<file path="config.mk">
export PLATFORM = sky130hd
export DESIGN_NAME = i2c_reg_master
export DESIGN_NICKNAME = d
export VERILOG_FILES = /design/src/rtl/i2c_reg_master.sv
export SDC_FILE = /design/constraint.sdc
export NUM_CORES = 1
export LEC_CHECK = 0
export ABC_AREA = 0
export CORE_MARGIN = 10
export CORE_UTILIZATION = 40
export DETAILED_ROUTE_END_ITERATION = 8
export PLACE_DENSITY = 0.71
export SLEW_MARGIN = 30
export SYNTH_ARGS = -nofsm -noshare
export SYNTH_HDL_FRONTEND = slang
export SYNTH_SLANG_ARGS = --single-unit
</file>
<file path="constraint.sdc">
create_clock -name soc_clk -period 2.3 [get_ports soc_clk]
set_clock_uncertainty 0.15 [all_clocks]
set_input_delay 0.46 -clock soc_clk [delete_from_list [all_inputs] [get_ports soc_clk]]
set_output_delay 0.46 -clock soc_clk [all_outputs]
set_load 0.005 [all_outputs]
</file>
<file path="src/rtl/i2c_reg_master.sv">
// I2C single-register initiator: START, dev addr, reg index, then write data or RSTART + read byte, STOP.
// Latency accept->rsp_valid: write 116*Q+1, read 156*Q+1, address NACK 44*Q+1 cycles (Q = C_QDIV).
// Backpressure: cmd_ready is high only in IDLE; cmd_valid is ignored while a transaction is running.
module i2c_reg_master #(
  parameter int C_QDIV = 63
) (
  input  logic       soc_clk,
  input  logic       aresetn,
  input  logic       cmd_valid,
  output logic       cmd_ready,
  input  logic       cmd_rw,
  input  logic [6:0] cmd_dev_addr,
  input  logic [7:0] cmd_reg,
  input  logic [7:0] cmd_wdata,
  output logic       rsp_valid,
  output logic [7:0] rsp_rdata,
  output logic       rsp_nack,
  output logic       scl_t,
  output logic       sda_t,
  input  logic       sda_i
);

  localparam int TW = (C_QDIV > 1) ? $clog2(C_QDIV) : 1;
  localparam logic [TW-1:0] TICK_LAST = TW'(C_QDIV - 1);

  typedef enum logic [3:0] {
    IDLE, START, TX_BIT, TX_ACK, RSTART, RX_BIT, M_NACK, STOP, DONE
  } state_t;

  typedef enum logic [1:0] {SEL_ADDR_W, SEL_REG, SEL_WDATA, SEL_ADDR_R} sel_t;

  state_t          state;
  sel_t            sel;
  logic [1:0]      qtr;
  logic [TW-1:0]   tick;
  logic [2:0]      bit_cnt;
  logic [7:0]      tx_sh;
  logic [7:0]      rx_sh;
  logic            rw;
  logic [6:0]      dev;
  logic [7:0]      reg_idx;
  logic [7:0]      wdata;
  logic            nack;
  logic            quarter_end;

  assign quarter_end = (tick == TICK_LAST);

  // Pad enables {scl, sda} for a given phase and quarter; b is the data bit for TX_BIT.
  function automatic logic [1:0] lines(input state_t s, input logic [1:0] q, input logic b);
    lines = 2'b11;
    case (s)
      START:  lines = (q == 2'd3) ? 2'b00 : (q == 2'd2) ? 2'b10 : 2'b11;
      TX_BIT: lines = {q[1], b};
      TX_ACK, RX_BIT, M_NACK: lines = {q[1], 1'b1};
      RSTART: begin
        case (q)
          2'd0:    lines = 2'b01;
          2'd1:    lines = 2'b11;
          2'd2:    lines = 2'b10;
          default: lines = 2'b00;
        endcase
      end
      STOP: begin
        case (q)
          2'd0:    lines = 2'b00;
          2'd1:    lines = 2'b10;
          default: lines = 2'b11;
        endcase
      end
      default: lines = 2'b11;
    endcase
  endfunction

  always_ff @(posedge soc_clk) begin
    if (!aresetn) begin
      state     <= IDLE;
      sel       <= SEL_ADDR_W;
      qtr       <= 2'd0;
      tick      <= '0;
      bit_cnt   <= 3'd0;
      tx_sh     <= 8'h00;
      rx_sh     <= 8'h00;
      rw        <= 1'b0;
      dev       <= 7'h00;
      reg_idx   <= 8'h00;
      wdata     <= 8'h00;
      nack      <= 1'b0;
      cmd_ready <= 1'b1;
      rsp_valid <= 1'b0;
      rsp_rdata <= 8'h00;
      rsp_nack  <= 1'b0;
      scl_t     <= 1'b1;
      sda_t     <= 1'b1;
    end else begin
      rsp_valid <= 1'b0;
      case (state)
        IDLE: begin
          if (cmd_valid) begin
            state     <= START;
            rw        <= cmd_rw;
            dev       <= cmd_dev_addr;
            reg_idx   <= cmd_reg;
            wdata     <= cmd_wdata;
            qtr       <= 2'd0;
            tick      <= '0;
            nack      <= 1'b0;
            rx_sh     <= 8'h00;
            cmd_ready <= 1'b0;
          end
        end
        DONE: begin
          state     <= IDLE;
          cmd_ready <= 1'b1;
        end
        default: begin
          tick <= quarter_end ? '0 : tick + 1'b1;
          if (quarter_end) begin
            qtr <= qtr + 2'd1;
            // SDA is sampled on the last cycle of the first SCL-high quarter.
            if (qtr == 2'd2 && state == TX_ACK && sda_i) nack <= 1'b1;
            if (qtr == 2'd2 && state == RX_BIT) rx_sh <= {rx_sh[6:0], sda_i};
            if (qtr != 2'd3) begin
              {scl_t, sda_t} <= lines(state, qtr + 2'd1, tx_sh[7]);
            end else begin
              case (state)
                START: begin
                  state          <= TX_BIT;
                  sel            <= SEL_ADDR_W;
                  bit_cnt        <= 3'd0;
                  tx_sh          <= {dev, 1'b0};
                  {scl_t, sda_t} <= lines(TX_BIT, 2'd0, dev[6]);
                end
                TX_BIT: begin
                  if (bit_cnt == 3'd7) begin
                    state          <= TX_ACK;
                    {scl_t, sda_t} <= lines(TX_ACK, 2'd0, 1'b1);
                  end else begin
                    bit_cnt        <= bit_cnt + 3'd1;
                    tx_sh          <= {tx_sh[6:0], 1'b0};
                    {scl_t, sda_t} <= lines(TX_BIT, 2'd0, tx_sh[6]);
                  end
                end
                TX_ACK: begin
                  if (nack || sel == SEL_WDATA) begin
                    state          <= STOP;
                    {scl_t, sda_t} <= lines(STOP, 2'd0, 1'b1);
                  end else if (sel == SEL_ADDR_W) begin
                    state          <= TX_BIT;
                    sel            <= SEL_REG;
                    bit_cnt        <= 3'd0;
                    tx_sh          <= reg_idx;
                    {scl_t, sda_t} <= lines(TX_BIT, 2'd0, reg_idx[7]);
                  end else if (sel == SEL_REG && rw) begin
                    state          <= RSTART;
                    {scl_t, sda_t} <= lines(RSTART, 2'd0, 1'b1);
                  end else if (sel == SEL_REG) begin
                    state          <= TX_BIT;
                    sel            <= SEL_WDATA;
                    bit_cnt        <= 3'd0;
                    tx_sh          <= wdata;
                    {scl_t, sda_t} <= lines(TX_BIT, 2'd0, wdata[7]);
                  end else begin
                    state          <= RX_BIT;
                    bit_cnt        <= 3'd0;
                    {scl_t, sda_t} <= lines(RX_BIT, 2'd0, 1'b1);
                  end
                end
                RSTART: begin
                  state          <= TX_BIT;
                  sel            <= SEL_ADDR_R;
                  bit_cnt        <= 3'd0;
                  tx_sh          <= {dev, 1'b1};
                  {scl_t, sda_t} <= lines(TX_BIT, 2'd0, dev[6]);
                end
                RX_BIT: begin
                  if (bit_cnt == 3'd7) begin
                    state          <= M_NACK;
                    {scl_t, sda_t} <= lines(M_NACK, 2'd0, 1'b1);
                  end else begin
                    bit_cnt        <= bit_cnt + 3'd1;
                    {scl_t, sda_t} <= lines(RX_BIT, 2'd0, 1'b1);
                  end
                end
                M_NACK: begin
                  state          <= STOP;
                  {scl_t, sda_t} <= lines(STOP, 2'd0, 1'b1);
                end
                STOP: begin
                  state          <= DONE;
                  rsp_valid      <= 1'b1;
                  rsp_nack       <= nack;
                  rsp_rdata      <= nack ? 8'h00 : rx_sh;
                  {scl_t, sda_t} <= 2'b11;
                end
                default: begin
                  state          <= IDLE;
                  {scl_t, sda_t} <= 2'b11;
                end
              endcase
            end
          end
        end
      endcase
    end
  end

endmodule

</file>
==> run_results.csv <==
group,metric,value,unit
timing,finalCritPeriodShare,92.0,%
global_routing,grt_first_pass_wirelength,15600,um
clock_network,postCtsHoldBufs,0,
logic_synthesis,ys_seq_elements,71,
critical_path,cp_data_arrival_time,2250,ps
power,pwr-share-seq,39.0,%
critical_path,crit_path_end_kind,"flip-flop",
logic_synthesis,synth.area.top_cells,"dfxtp_1, nand2_1, a21boi_0, nand3_1, mux2i_1",
power,power_frac_comb,32.8,%
power,vdd.ir_drop.worst,367,uV
power,p_sw,1.40,mW
clock_network,clock_path_buffers,2,
critical_path,crit_required,2440,ps
global_routing,track_usage,14.1,%
placed_design,finalWeightedCongestion,0.933,
routing,dr.first_iter.drc_count,243,
logic_synthesis,synthFlopType,"dfxtp_1",
timing,finalWorstSetupSlack,184,ps
routing,vias,3361,
clock_network,h-tree-depth,3,
routing,drtPass1Iterations,5,
global_routing,gr-total-overflow,0,
die,core,9150,um^2
logic_synthesis,yosys-top-cells-count,"nand2_1, dfxtp_1, a21boi_0",
critical_path,start_kind,"flip-flop",
routing,wl_per_cell,15.1,um
clock_network,numCtsBuffers,9,
global_routing,grt_pass1_vias,3227,
critical_path,timing.rr.start,"state[0]$_SDFFE_PN0P_",
logic_synthesis,ys_seq_area_share,38.3,%
logic_synthesis,synth_most_common_cell,"nand2_1",
run_status,outcome,"completed",
critical_path,startpoint,"state[0]$_SDFFE_PN0P_",
die,die_x,116,um
power,power,3.74,mW
hold_path,hold_class,"in2reg",
clock_network,cts_root_buffer,"clkbuf_8",
placed_design,placed_area,4240,um^2
routing,wl,9120,um
job,cap_violations,0,
logic_synthesis,synth_edf_count,0,
finish,final_nets,524,
logic_synthesis,synth_top_area_share,38.3,%
finish,syn_to_final_growth,19.9,%
logic_synthesis,ys_types,63,
timing,period_needed,2120,ps
logic_synthesis,async_flop_share,0,%
die,fp.dieArea,13500,um^2
finish,seqCellArea,1420,um^2
power,p_sw_share,37.3,%
critical_path,r2r_slack,180,ps
clock_network,cts_tree,"built",
critical_path,r2r_cells,6,
placed_design,place_ws,179,ps
finish,drive_above_1_share,11.6,%
hold_path,min_from,"aresetn",
timing,rsz0062_at_grt,"false",
placed_design,hpwl,6410,um
clock_network,clkSlewWorstSetupHoldPaths,80,ps
routing,vias_per_cell,5.56,
die,die_y,116,um
routing,ant_nets,0,
finish,diodes,0,
finish,finalInstanceArea,4450,um^2
logic_synthesis,syn_inst,453,
power,p_per_area,841,nW/um^2
power,clkPwrFrac,28.2,%
die,ios,41,
global_routing,antenna_found_initial,0,
logic_synthesis,syn_nets,489,
logic_synthesis,synth-warning-count,0,
finish,fin_cells,604,
logic_synthesis,syn-cell-area,3710,um^2
timing,final-setup-viol-count,0,
power,p_leak,1.63,nW
timing,slew_viol_final,0,
die,start_util,40.6,%
timing,worstMarginPinSlew,529,ps
placed_design,placed_cells,588,
clock_network,clock_sinks,71,
routing,drc_errors,0,
die,row_count,35,
finish,multi_input_area,2100,um^2
logic_synthesis,avgSynthCellArea,8.19,um^2
placed_design,io_buffers,40,
critical_path,endpoint,"state[2]$_SDFFE_PN0P_",
power,cellInternalPower,2.35,mW
timing,hold_viol,0,
timing,worst_slew_margin_rel,64.7,%
critical_path,r2r-end,"state[2]$_SDFFE_PN0P_",
timing,max_freq,473,MHz
timing,setup_tns,0,ps
global_routing,grt_max_degree,58,
critical_path,cp_max_fo,16,
critical_path,critPathKind,"reg2reg",
finish,fill_cells,872,
clock_network,clock_latency,360,ps
logic_synthesis,yosys.area.top_type,"dfxtp_1",
[kinds of logic after synthesis]
family          count (synthesis)  synth area share [%]
fa+ha+maj                       9                  2.97
flops                          71                  38.3
mux                            11                  2.97
buf+inv                        46                  5.22
simple gates                  200                  28.1
compound gates                116                  22.5
[final cells by class]
class                      count  share of cell area, %
multi-input combinational    336                   47.3
sequential                    71                   32.0
timing repair buffer          56                   11.9
tap                          111                   3.12
clock buffer                  10                   3.09
clock inverter                 6                   1.52
inverter                      14                   1.18
[layer usage]
metal  vias up  wire (um)  track usage (%)
met5         -          0                0
li1       1675          -                -
met4         0        169             6.01
met1      1562       4250             18.2
met2       111       4130             21.5
met3        13        576             4.11
[cell usage in the layout (no fill, tap or decap), types with 4 or more instances in the layout]
cell type         n
nand2_1          91
dfxtp_1          70
a21boi_0         39
clkdlybuf4s50_1  39
nand3_1          28
o21ai_0          20
buf_4            15
a21oi_1          13
inv_1            12
nor2_1           12
mux2i_1          11
nand3b_1         10
clkbuf_8         10
nor3_1            9
nor3b_1           9
o221ai_1          8
ha_1              8
nor2b_1           6
and2_1            6
o211ai_1          6
nand2b_1          4
[through the flow]
| step | hold slack [ps] | utilization (%) |
|---|---|---|
| 6_report | 307 | 48.6 |
| 5_1_grt | 327 | 48.6 |
| 4_1_cts | 313 | 48.5 |
| 3_5_place_dp | 302 | 46.3 |
| 3_3_place_gp | 294 | 46.3 |
| 2_1_floorplan | 292 | - |
[power by group through the flow]
stage / clock network (mW) / logic (mW) / registers, mW
finish: 1.06 / 1.23 / 1.46
global route: 1.13 / 1.38 / 1.47
CTS: 1.07 / 1.22 / 1.46
detailed placement: 0 / 1.22 / 1.49
global placement: 0 / 1.19 / 1.48
floorplan: 0 / 0.932 / 1.44
[sequential cells by signal, indices dropped and copies added (netlist names), 2 cells and up]
signal and flops:
qtr 2, bit_cnt 3, dev 7, wdata 8, rsp_rdata 8, reg_idx 8
sel 2, rx_sh 8, tx_sh 8, state 4, tick 6
[critical path, stage by stage (launching register included)]
cell and delay, ps:
dfxtp_1 520, buf_4 280, inv_2 140, o41a_1 440, o211ai_2 300, nand3_1 110
o21ai_0 100
[worst min-delay path by stage]
| stage | slack [ps] | end | cells after the start |
|---|---|---|---|
| after floorplan | 290 | bit_cnt[1]$_SDFFE_PN0P_ | 2 |
| after global placement | 290 | rsp_rdata[6]$_SDFFE_PN0P_ | 2 |
| after detailed placement | 300 | rsp_rdata[6]$_SDFFE_PN0P_ | 2 |
| after CTS | 310 | cmd_ready$_SDFFE_PN1P_ | 2 |
| after global routing | 330 | cmd_ready$_SDFFE_PN1P_ | 2 |
| final | 310 | cmd_ready$_SDFFE_PN1P_ | 2 |
[what timing repair did]
item | in CTS | in global routing
buffers inserted | 0 | 0
setup endpoints to repair | 0 | 2
gates resized for setup | 0 | 3
Power figures use the tool's default switching activity.
